`src/rtl/pipe_register.sv`:
```
// pipe_register: elastic chain of DEPTH N-bit stages with valid/ready handshake on both
// sides and synchronous flush; define PIPE_REG_COUNT_EN to add the occupancy port count.
module pipe_register #(
  parameter int N     = 32,
  parameter int DEPTH = 2
) (
  input  logic                         clk,
  input  logic                         reset,
  input  logic                         flush,
  input  logic                         in_valid,
  output logic                         in_ready,
  input  logic [N-1:0]                 in_data,
  output logic                         out_valid,
  input  logic                         out_ready,
  output logic [N-1:0]                 out_data
`ifdef PIPE_REG_COUNT_EN
  ,
  output logic [$clog2(DEPTH+1)-1:0]   count
`endif
);

  logic [DEPTH-1:0] vld;
  logic [DEPTH-1:0] adv;
  logic [DEPTH-1:0] load;
  logic [N-1:0]     dat [DEPTH];
  logic [N-1:0]     nxt [DEPTH];
  logic             acc;

  // A stage advances when its successor is empty or is itself advancing, so the
  // ready chain ripples back from the output and bubbles are squeezed out.
  always_comb begin
    logic go;
    // NOTE: every always_comb output gets a default first so no latch is inferred.
    adv          = '0;
    go           = vld[DEPTH-1] & out_ready & ~flush;
    adv[DEPTH-1] = go;
    for (int k = DEPTH - 2; k >= 0; k--) begin
      go     = vld[k] & (~vld[k+1] | go);
      adv[k] = go;
    end
  end

  assign in_ready  = ~flush & (~vld[0] | adv[0]);
  assign acc       = in_valid & in_ready;
  assign out_valid = vld[DEPTH-1];
  assign out_data  = dat[DEPTH-1];

  // Flush suppresses internal moves too, so the output word is frozen once invalidated.
  always_comb begin
    load    = '0;
    load[0] = acc;
    nxt[0]  = in_data;
    for (int k = 1; k < DEPTH; k++) begin
      load[k] = adv[k-1] & ~flush;
      nxt[k]  = dat[k-1];
    end
  end

  // NOTE: the data registers are reset as well, because out_data must read 0 after reset.
  always_ff @(posedge clk or negedge reset) begin
    if (!reset) begin
      vld <= '0;
      for (int k = 0; k < DEPTH; k++) dat[k] <= '0;
    end else begin
      // NOTE: sequential state uses non-blocking assignments so all stages shift in lockstep.
      for (int k = 0; k < DEPTH; k++) begin
        if (flush)        vld[k] <= 1'b0;
        else if (load[k]) vld[k] <= 1'b1;
        else if (adv[k])  vld[k] <= 1'b0;
        if (load[k]) dat[k] <= nxt[k];
      end
    end
  end

`ifdef PIPE_REG_COUNT_EN
  localparam int CW = $clog2(DEPTH + 1);

  always_ff @(posedge clk or negedge reset) begin
    if (!reset)     count <= '0;
    else if (flush) count <= '0;
    else            count <= count + CW'(acc) - CW'(adv[DEPTH-1]);
  end
`endif

endmodule
```
`config.mk`:
```
export PLATFORM = sky130hd
export DESIGN_NAME = pipe_register
export DESIGN_NICKNAME = d
export VERILOG_FILES = /design/src/rtl/pipe_register.sv
export SDC_FILE = /design/constraint.sdc
export NUM_CORES = 1
export LEC_CHECK = 0
export CAP_MARGIN = 10
export CORE_MARGIN = 2
export CORE_UTILIZATION = 45
export DETAILED_ROUTE_END_ITERATION = 12
export PLACE_DENSITY_LB_ADDON = 0.25
export SYNTH_ARGS = -nofsm -noshare
export SYNTH_HDL_FRONTEND = slang
export SYNTH_SLANG_ARGS = --single-unit
export TNS_END_PERCENT = 20
```
`constraint.sdc`:
```
create_clock -name clk -period 1.79 [get_ports clk]
set_input_delay 0.179 -clock clk [delete_from_list [all_inputs] [get_ports clk]]
set_output_delay 0.179 -clock clk [all_outputs]
set_load 0.02 [all_outputs]
```
Yosys cells after proc, flatten, opt, wreduce, memory -nomap -nowiden
Index checks and enable logic that the tools add are counted.
Cells by class
  mux-type cells: 6
  bitwise logic cells: 11
  reduce and logical (&&, ||, !) cells: 2
Operators by type and width (number)
  1-bit bitwise AND: 6
  1-bit two-way mux: 6
  3-bit nonzero test: 2
  1-bit NOT: 3
  1-bit bitwise OR: 2
Storage, ports and cells
  register bits after elaboration: 66
  input bits: 37
  output and inout port bits: 34
  word-level logic and storage cells: 23

Longest topological paths before layout
  word-level depth: 9
  mapped depth: 5
  depth with buffers taken out: 3

Worst setup path after synthesis
OpenSTA, ideal clock, no wires.
  kind: reg-to-reg
  from: register vld[1]
  to: register dat[32] (netlist bit)
  library setup time: 0.125 ns
  arrival: 1.577 ns
  required time: 1.665 ns
  setup slack: 0.088 ns
  stages on the path, launching flop included: 6
  path buffers: 2
  period minus slack after synthesis: 1.702 ns
  cell sequence: dfrtp_1 > and3b_1 > or3b_1 > buf_2 > buf_6 > mux2_4
On the way
  word-level cells in the longest chain between the ends: 7
  elaborated cells between the ends (all ways): 8
  those cells by class: bitwise (8)
RTL lines
  start, declared: RTL line 22  | logic [DEPTH-1:0] vld;
  start signal, assigned: RTL line 62  | vld <= '0;
  start signal, assigned by index: RTL line 67  | if (flush) vld[k] <= 1'b0;
  start signal, assigned by index: RTL line 68  | else if (load[k]) vld[k] <= 1'b1;
  1-bit bitwise AND (2 in series): RTL line 35  | go = vld[DEPTH-1] & out_ready & ~flush;
  1-bit bitwise OR (*): RTL line 38  | go = vld[k] & (~vld[k+1] | go);
  1-bit bitwise AND (*): RTL line 38
  1-bit bitwise OR (*): RTL line 43  | assign in_ready = ~flush & (~vld[0] | adv[0]);
  1-bit bitwise AND (*): RTL line 43
  1-bit bitwise AND (*): RTL line 44  | assign acc = in_valid & in_ready;
  end signal, assigned by index: RTL line 70  | if (load[k]) dat[k] <= nxt[k];
  end, declared: RTL line 25  | logic [N-1:0] dat [DEPTH];
Every way passes the cells marked *; elsewhere a longest branch is shown, timed or not.
A chain may end at the register's enable or synchronous reset.

Worst setup path in the final report
  from: register vld[0]
  to: register dat[37] (netlist bit)
On the way
  word-level cells in the longest chain between the ends: 4
  elaborated cells between the ends (all ways): 5
  those cells by class: bitwise (5)
RTL lines (RTL line)
  1-bit bitwise AND / 1-bit NOT (equally long branches): 38, 43
  1-bit bitwise OR (*): 43
  1-bit bitwise AND (*): 43
  1-bit bitwise AND (*): 44
Marked as above.

==> summary.md <==
| Metric | Value |
|---|---|
| FP Rows | `28` |
| Main combinational cell family by area after synthesis | `multiplexers` |
| Vias per Instance | `4.74` |
| Clk buf depth | `2` |
| RD Place Congestion | `0.643` |
| Fin crit period | `1730 ps` |
| CP endpoint kind | `flip-flop` |
| WL per Instance | `15.4 um` |
| Max-cap violation count | `0` |
| VDD IR max | `0.557 mV` |
| Initial Util | `47.2%` |
| Clock network fraction of design power | `23.6%` |
| Post-synthesis mux area share | `29.4%` |
| Placed Area | `0.00344 mm^2` |
| Final #Nets | `265` |
| Compound-cell area share of the yosys netlist | `0.177%` |
| Fin. Hold Viols | `0` |
| Hold WC Path Type | `in2async` |
| Multi-input gate area | `881 um^2` |
| Internal Power | `3.14 mW` |
| CTS Buf Count | `9` |
| PortBufs | `70` |
| PwrDens | `1210 mW/mm^2` |
| Starting DRT DRC Count | `40` |
| DIE AREA | `0.00694 mm^2` |
| Final setup vio count | `0` |
| Combinational share of power | `30.4%` |
| Critical Path RT | `2000 ps` |
| Core area | `0.00599 mm^2` |
| Routed Antenna Nets | `0` |
| Tcrit/Tclk final | `96.7%` |
| Via count | `1,451` |
| Synth top area cells | `dfrtp_1 (58%), mux2_4 (16%), mux2_2 (14%)` |
| Syn Inst Count | `178` |
| Outcome | `complete, no violations` |
| H-Tree Depth | `3` |
| Top-Level Pins | `71` |
| Area leader, netlist | `dfrtp_1` |
| Final std cell area, no fill | `0.00361 mm^2` |
| First-pass GRT wire length | `7820 um` |
| Yosys warns | `0` |
| WP data arrival | `1940 ps` |
| Most common cell after layout, fill and taps aside | `clkdlybuf4s50_1` |
| Mean Syn Cell Area | `15.9 um^2` |
| GRT Total Usage | `14.6%` |
| CP Class | `reg2reg` |
| Post-synthesis net count | `215` |
| Number of global-route vias before repair | `1,572` |
| Switching Share | `28.0%` |
| Sequential cell area | `0.00165 mm^2` |
| Crit-path max cell delay | `510 ps` |
| Clock-pin slew on the worst setup and hold paths | `60 ps` |
| Net Switching | `1.22 mW` |
| Lkg Pwr | `1.64 nW` |
| Seq/Total Area, Yosys | `58.4%` |
| Final core occ | `60.2%` |
| Grt ovf | `0` |
| Worst-Margin Slew | `344 ps` |
| Power Total | `4.36 mW` |
| Clk Latency, worst-skew pair | `330 ps` |
| Initial antenna violation count | `0` |
| DRC violations left | `0` |
| Sequential power share | `46.0%` |
| Mapped Area | `0.00283 mm^2` |
| Synthesized flop and latch total | `66` |
| Commonest non-fill, non-tap cells in the layout | `clkdlybuf4s50_1 (68), dfrtp_1 (66), mux2_2 (34)` |
| Clk_skew | `7.77 ps` |
| Share of cells above drive strength 1 | `37.2%` |
| Startpoint types | `flip-flop` |
| Post-Synth Adder-Cell Area | `0%` |
| CTS tree | `done` |
| Pre-antenna DRT Iters | `2` |
| Max transition margin | `77.1%` |
| Drt total wl | `4720 um` |
| Slowest CP cell | `or3b_2` |
| Maximum fanout along the worst path | `17` |
| Die height | `83.3 um` |
| RSZ-0062 raised after global routing | `false` |
| Xor and xnor fraction of the mapped netlist area | `0%` |
| Root Driver | `clkbuf_8` |
| TNS Setup | `0 ps` |
| Antenna Diode Count | `0` |
| Netlist cell types | `13` |
| Max Fclk | `578 MHz` |
| Slew Viols, Final | `0` |
| Postcts setup bufs | `0` |
| CP Cell Sequence | `and3b_1 > or3b_2 > buf_12 > mux2_4` |
| Die width | `83.3 um` |
| Simple-Gate Fraction of Synth Area | `1.50%` |
| Fill cell count | `471` |
| Area share of the largest cell type after synthesis | `58.4%` |
| Area growth from synthesis to final layout | `27.5%` |
| Largest net degree at the start of global routing | `67` |
| Num Clock Sinks | `66` |
-- per-layer routing --
metal | global-route usage (%) | up-vias | wire length [um]
met5 | 0 | - | 0
met4 | 7.60 | 0 | 90
met3 | 5.86 | 9 | 304
met2 | 21.6 | 43 | 2170
met1 | 18.5 | 723 | 2160
li1 | - | 676 | -
-- state kept, by name, summed over array words and instances, names as in the netlist --
register / flops
dat: 32
out_data: 32
vld: 2
-- power by group through the flow --
stage          sequential (mW)  combinational (mW)  clock (mW)
6_report                  2.01                1.33        1.03
5_1_grt                   2.05                1.40        1.14
4_1_cts                   2.01                1.34        1.07
3_5_place_dp              2.03                1.34           0
3_3_place_gp              2.02                1.32           0
2_1_floorplan             1.97                1.04           0
-- per-stage QoR --
stage / hold WS (ps) / std cells / setup slack, ps
6_report: 406 / 306 / 58.5
4_1_cts: 404 / 306 / 60.3
5_1_grt: 410 / 306 / 27.9
3_5_place_dp: 225 / 291 / -178
3_3_place_gp: 224 / 291 / -161
2_1_floorplan: -117 / 178 / 88.2
-- final timing paths --
check	startpoint	endpoint	slack, ps	cells past startpoint
setup / recovery	vld[0]	dat[37]	60	4
hold / removal	reset	out_data[14]	410	3
setup reg to reg	vld[0]	dat[37]	60	4
hold reg to reg	dat[44]	out_data[12]	500	1
max in group asynchronous	reset	dat[40]	1100	3
min in group clk	in_valid	vld[0]	450	3
-- worst max-delay path: cells and delay by family (launching register included) --
family                 cells  cell delay, ps
flip-flops                 1             400
buffers and inverters      1             200
AND/OR/NAND/NOR            2             700
multiplexers               1             300
-- cells in the mapped netlist --
cell type / number
nor2_1: 3
or3b_1: 1
buf_2: 4
mux2_4: 30
buf_6: 3
a21oi_1: 1
inv_1: 1
dfrtp_1: 66
nand3b_1: 1
and3b_1: 1
mux2_2: 34
nand2b_1: 1
buf_4: 32
-- cell type report --
type / instances / share of cell area (%)
Clock inverter: 3 / 0.485
Multi-Input combinational cell: 72 / 24.4
Clock buffer: 11 / 3.92
Tap cell: 75 / 2.60
Sequential cell: 66 / 45.8
Inverter: 1 / 0.104
Timing Repair Buffer: 78 / 22.7
-- cell families after synthesis --
group,count (synthesis)
compound gates,1
buf+inv,40
flops,66
mux,64
simple gates,7
-- repair_timing --
item                                   CTS  global route
endpoints found under the hold margin   66             0
setup endpoints to repair                1             0
hold buffers                             1             0
gates resized for setup                  1             0
Note: power is estimated with default switching activity, not from simulation.
